### config.mk
export PLATFORM = sky130hd
export DESIGN_NAME = tohost_uart
export DESIGN_NICKNAME = d
export VERILOG_FILES = /design/src/rtl/tohost_uart.sv
export SDC_FILE = /design/constraint.sdc
export NUM_CORES = 1
export LEC_CHECK = 0
export CELL_PAD_IN_SITES_DETAIL_PLACEMENT = 1
export CELL_PAD_IN_SITES_GLOBAL_PLACEMENT = 1
export CORE_MARGIN = 10
export CORE_UTILIZATION = 43
export DETAILED_ROUTE_END_ITERATION = 8
export DONT_BUFFER_PORTS = 1
export GPL_ROUTABILITY_DRIVEN = 0
export PLACE_DENSITY_LB_ADDON = 0.1
export SLEW_MARGIN = 20
export SYNTH_ARGS = -nofsm -noshare
export SYNTH_HDL_FRONTEND = slang
export SYNTH_SLANG_ARGS = --single-unit
### constraint.sdc
create_clock -name aclk_i -period 5.05 [get_ports aclk_i]
set_clock_uncertainty 0.2 [all_clocks]
set_input_delay 0.505 -clock aclk_i [delete_from_list [all_inputs] [get_ports aclk_i]]
set_output_delay 0.505 -clock aclk_i [all_outputs]
set_load 0.1 [all_outputs]
### src/rtl/tohost_uart.sv
// Host-interface sink: a core writes characters into a FIFO that drains through an
// 8N1 UART transmitter, and a finish command raises a sticky flag once output has drained.
module tohost_uart #(
    parameter logic [31:0] TOHOST_ADDR  = 32'h4000_0000,
    parameter int          FIFO_DEPTH   = 16,
    parameter int          CLKS_PER_BIT = 16
) (
    input  logic        aclk_i,
    input  logic        areset_i,
    input  logic        dmem_wvalid_i,
    input  logic [31:0] dmem_waddr_i,
    input  logic [31:0] dmem_wdata_i,
    output logic        stall_o,
    output logic        uart_tx_o,
    output logic        finish_o,
    output logic [15:0] exit_code_o,
    output logic        busy_o
);
    localparam int AW = $clog2(FIFO_DEPTH);
    localparam int CW = $clog2(CLKS_PER_BIT);
    localparam logic [CW-1:0] CNT_MAX = CW'(CLKS_PER_BIT - 1);

    typedef enum logic [1:0] {IDLE, START, DATA, STOP} tx_state_e;

    logic [7:0]  mem_q [FIFO_DEPTH];
    logic [AW:0] wptr_q, wptr_d, rptr_q, rptr_d;

    tx_state_e   state_q, state_d;
    logic [CW-1:0] cnt_q, cnt_d;
    logic [2:0]  bit_q, bit_d;
    logic [7:0]  shift_q, shift_d;
    logic        tx_q, tx_d;
    logic        finish_pend_q, finish_pend_d;
    logic        finish_q, finish_d;
    logic [15:0] exit_q, exit_d;

    logic [1:0]  cmd;
    logic        host_wr, char_wr, fin_wr;
    logic        fifo_empty, fifo_full, push, pop;
    logic        unused_wdata;

    assign cmd          = dmem_wdata_i[17:16];
    assign unused_wdata = ^dmem_wdata_i[31:18];

    // Once a finish is pending, or while in reset, the host port goes deaf.
    assign host_wr = dmem_wvalid_i && (dmem_waddr_i == TOHOST_ADDR) && !areset_i && !finish_pend_q;
    assign char_wr = host_wr && (cmd == 2'b01);
    assign fin_wr  = host_wr && (cmd == 2'b10);

    assign fifo_empty = (wptr_q == rptr_q);
    assign fifo_full  = (wptr_q[AW] != rptr_q[AW]) && (wptr_q[AW-1:0] == rptr_q[AW-1:0]);

    // Full is judged on start-of-cycle occupancy, so a same-cycle pop does not unstall.
    assign stall_o = char_wr && fifo_full;
    assign push    = char_wr && !fifo_full;
    assign pop     = (state_q == IDLE) && !fifo_empty && !areset_i;

    assign wptr_d = wptr_q + {{AW{1'b0}}, push};
    assign rptr_d = rptr_q + {{AW{1'b0}}, pop};

    always_ff @(posedge aclk_i) begin
        if (push) begin
            mem_q[wptr_q[AW-1:0]] <= dmem_wdata_i[7:0];
        end
    end

    always_comb begin
        state_d       = state_q;
        cnt_d         = cnt_q;
        bit_d         = bit_q;
        shift_d       = shift_q;
        tx_d          = 1'b1;
        finish_pend_d = finish_pend_q || fin_wr;
        exit_d        = fin_wr ? dmem_wdata_i[15:0] : exit_q;
        finish_d      = finish_q || (finish_pend_q && fifo_empty && (state_q == IDLE));

        // The line register follows the state one cycle late, giving the k+2 start edge.
        case (state_q)
            IDLE: begin
                if (!fifo_empty) begin
                    state_d = START;
                    cnt_d   = CNT_MAX;
                    shift_d = mem_q[rptr_q[AW-1:0]];
                end
            end
            START: begin
                tx_d = 1'b0;
                if (cnt_q == '0) begin
                    state_d = DATA;
                    cnt_d   = CNT_MAX;
                    bit_d   = 3'd0;
                end else begin
                    cnt_d = cnt_q - CW'(1);
                end
            end
            DATA: begin
                tx_d = shift_q[0];
                if (cnt_q == '0) begin
                    cnt_d   = CNT_MAX;
                    shift_d = shift_q >> 1;
                    if (bit_q == 3'd7) begin
                        state_d = STOP;
                    end else begin
                        bit_d = bit_q + 3'd1;
                    end
                end else begin
                    cnt_d = cnt_q - CW'(1);
                end
            end
            STOP: begin
                if (cnt_q == '0) begin
                    state_d = IDLE;
                end else begin
                    cnt_d = cnt_q - CW'(1);
                end
            end
            default: state_d = IDLE;
        endcase
    end

    always_ff @(posedge aclk_i) begin
        if (areset_i) begin
            state_q       <= IDLE;
            cnt_q         <= '0;
            wptr_q        <= '0;
            rptr_q        <= '0;
            tx_q          <= 1'b1;
            finish_pend_q <= 1'b0;
            finish_q      <= 1'b0;
            exit_q        <= '0;
        end else begin
            state_q       <= state_d;
            cnt_q         <= cnt_d;
            wptr_q        <= wptr_d;
            rptr_q        <= rptr_d;
            tx_q          <= tx_d;
            finish_pend_q <= finish_pend_d;
            finish_q      <= finish_d;
            exit_q        <= exit_d;
        end
        bit_q   <= bit_d;
        shift_q <= shift_d;
    end

    assign uart_tx_o   = tx_q;
    assign finish_o    = finish_q;
    assign exit_code_o = exit_q;
    assign busy_o      = !fifo_empty || (state_q != IDLE);

endmodule
==> impl_results.md <==
* Clk_lat worst skew at 430 ps
* Net count, final at 583
* Sequential share of power at 0.543
* Mapped Area at 7336 µm²
* Share of layout cells above drive strength 1 at 0.1628
* Gate power share at 0.035
* Overflow after GRT at 0
* Synth warn at 0
* Setup violations, final at 0
* Maximum VDD drop at 0.2222 mV
* Max-cap viol count at 0
* Distinct cells, synth at 49
* Seq/Total Area, Yosys at 0.6645
* Hold buffer count at CTS at 9
* Setup tns final at 0 ps
* DRT antenna net count at 0
* CTS Buf Count at 17
* Die W at 150.6 µm
* Die area at 22680 µm²
* Crit Path Category: flop to output port
* Outcome: complete, no violations
* Net switching power at 621.8 µW
* RSZ-0062 raised after global routing: no
* Initial DRT Pass Iterations at 4
* Critical path's largest stage delay at 790 ps
* WL per Instance at 24.72 µm
* CP Max Fanout at 19
* Via density at 5.833
* Total chip power at 2887 µW
* Post-synth EDFFs at 139
* Synth Flop Type: edfxtp_1
* Final period utilization at 0.6769
* Clk slew on worst S/H paths at 60 ps
* Crit-path cells: nor4_1 -> and4_1 -> nand3_1 -> nor4_2 -> buf_16
* # fillers at 1588
* Synth Instances at 489
* Data required, critical path at 4350 ps
* DRC viols at 0
* CTS Sinks at 174
* Top cell type's share of synthesized area at 0.5690
* Worst path top cell family by delay: simple AND/OR/NAND/NOR gates
* Pin count of the biggest net entering global routing at 38
* Fmax at 292.5 MHz
* Synth async-reset ratio at 0
* Via count at 4305
* Synth area leader: edfxtp_1
* Internal power at 2265 µW
* Port Buffers at 0
* # resized after CTS at 0
* Synth Register Bits at 174
* H-tree depth at 4
* Die Ht at 150.6 µm
* Syn avg cell area at 15.00 µm²
* Min-Delay Path Class: primary input to flop
* Synth area leaders: edfxtp_1 57%, dfxtp_1 9.6%, mux4_2 5.8%
* Final WL at 18240 µm
* Area Overhead vs Synth at 13.44%
* Critical Path AT at 2710 ps
* Rel. slew slack at 0.3069
* Total GRT Usage at 0.1652
* Leakage at 0.002548 µW
* TritonCTS clock tree: built
* Initial core utilization at 0.4408
* Total power divided by cell area at 346.9 nW/µm²
* First-pass GRT wire length at 27790 µm
* Slew Limit Fails at 0
* Core ar. at 16640 µm²
* Fin crit period at 3418 ps
* Post-CTS setup buffers at 0
* Final hold violations at 0
* Switch share at 0.2154
* Synth Net Count at 568
* Worst Setup End Kind: output port
* HPWL after detailed placement at 11630 µm
* Worst-Margin Slew at 1038 ps
* Std-Cell Rows at 47
* Crit start category: flop
* Clock Path Buffers at 2
* Crit path buf inv count at 1
* # IOs at 87
* Slowest CP cell: and4_1
* Clk network pwr share at 0.422
* Antenna violations before repair at 2
* Clock Tree Root: clkbuf_16
* DR iter-0 viols at 295
* Vias in the first global route at 4594
[kinds of logic (layout without fill, tap and decap cells)]
kind of cell               Yosys count  count (layout)  synth area share
DFF                                174             174            0.6645
and+or+nand+nor                    121             121           0.09876
AOI/OAI and AO/OA                   79              79           0.07420
muxes                               52              52            0.1035
buffers and inverters               39              66           0.02422
adders and majority gates           12              12           0.02047
xor gates and xnor gates            12              12           0.01433
other                                0               2                 0
[area by class of cell]
type	count	area, µm²	share of cell area
repair buffers	27	255.2	0.03067
clock inverters	14	118.9	0.01428
flip-flops and latches	174	4876	0.5859
diodes	2	5.005	0.0006014
inverters	8	30.03	0.003608
clock buffers	17	425.4	0.05112
multi-input cells	276	2336	0.2807
well taps	220	275.3	0.03308
[flip-flops by register name (all words and copies together), names as in the netlist]
name and count:
shift_q 8, exit_code_o 16, wptr_q 5, uart_tx_o 1, mem_q 128, cnt_q 4, finish_o 1, state_q 2
rptr_q 5, bit_q 3, finish_pend_q 1
[path summary, 6_finish.rpt]
kind,slack (ps),startpoint,depth (start not counted),endpoint
hold reg to reg,310,cnt_q[0]$_SDFFE_PP0P_,2,cnt_q[0]$_SDFFE_PP0P_
setup reg to reg,1660,finish_pend_q$_SDFF_PP0_,4,mem_q[2][1]$_DFFE_PP_
setup / recovery,1630,finish_pend_q$_SDFF_PP0_,5,stall_o
hold / removal,30,dmem_wdata_i[12],2,exit_code_o[12]$_SDFFE_PP0P_
[through the flow]
stage | std cells | hold slack, ps | util | setup WS (ps) | instance area [µm²]
2_1_floorplan | 489 | 235.5 | - | 269.7 | 7336
3_3_place_gp | 696 | 278.9 | 0.4605 | 1408 | 7664
3_5_place_dp | 696 | 292.3 | 0.4605 | 1257 | 7664
4_1_cts | 736 | 3.070 | 0.4992 | 1387 | 8308
5_1_grt | 737 | 22.66 | 0.4999 | 1467 | 8319
6_report | 738 | 25.70 | 0.5000 | 1632 | 8322
[routing by layer]
layer,vias to the layer above,share of wire,global-route usage
met3,22,0.064,0.04832
li1,1985,-,-
met5,-,0,0
met2,92,0.51,0.2665
met1,2206,0.41,0.2073
met4,0,0.016,0.05967
[power by group through the flow]
stage          logic, µW  clock network, µW  registers [µW]
2_1_floorplan       63.0                  0            1600
3_3_place_gp        71.2                  0            1600
3_5_place_dp        73.7                  0            1600
4_1_cts              102               1240            1570
5_1_grt              113               1310            1570
6_report             101               1220            1570
[Yosys cell counts, types with 7 or more instances]
cell type  number
nand4_1        19
a2bb2oi_1       7
mux4_2         19
nand2b_1        8
dfxtp_1        35
nand3_1         7
a22oi_1         8
o31ai_1        17
mux2i_1        32
xnor2_1         8
edfxtp_1      139
nor2_1         13
a21oi_1        21
o22ai_1        15
nor4_1         15
ha_1           12
buf_2          10
nor3_1         17
inv_1           7
nand2_1         8
clkbuf_1       12
[cells in the final DEF (no fill, tap or decap), types with 15 or more instances in the layout]
cell and instances:
edfxtp_1 139, dfxtp_1 34, mux2i_1 32, a21oi_1 21, mux4_2 19, nand4_1 19
nor3_1 17, o31ai_1 17, clkbuf_16 17, buf_4 17, o22ai_1 15
[worst register-to-register path, cell delays in order (launching register included)]
cell and delay (ps):
dfxtp_1 340, nor4_1 380, and4_1 790, o2111ai_4 520, nor4_4 780
Note: power is estimated with default switching activity, not from simulation.
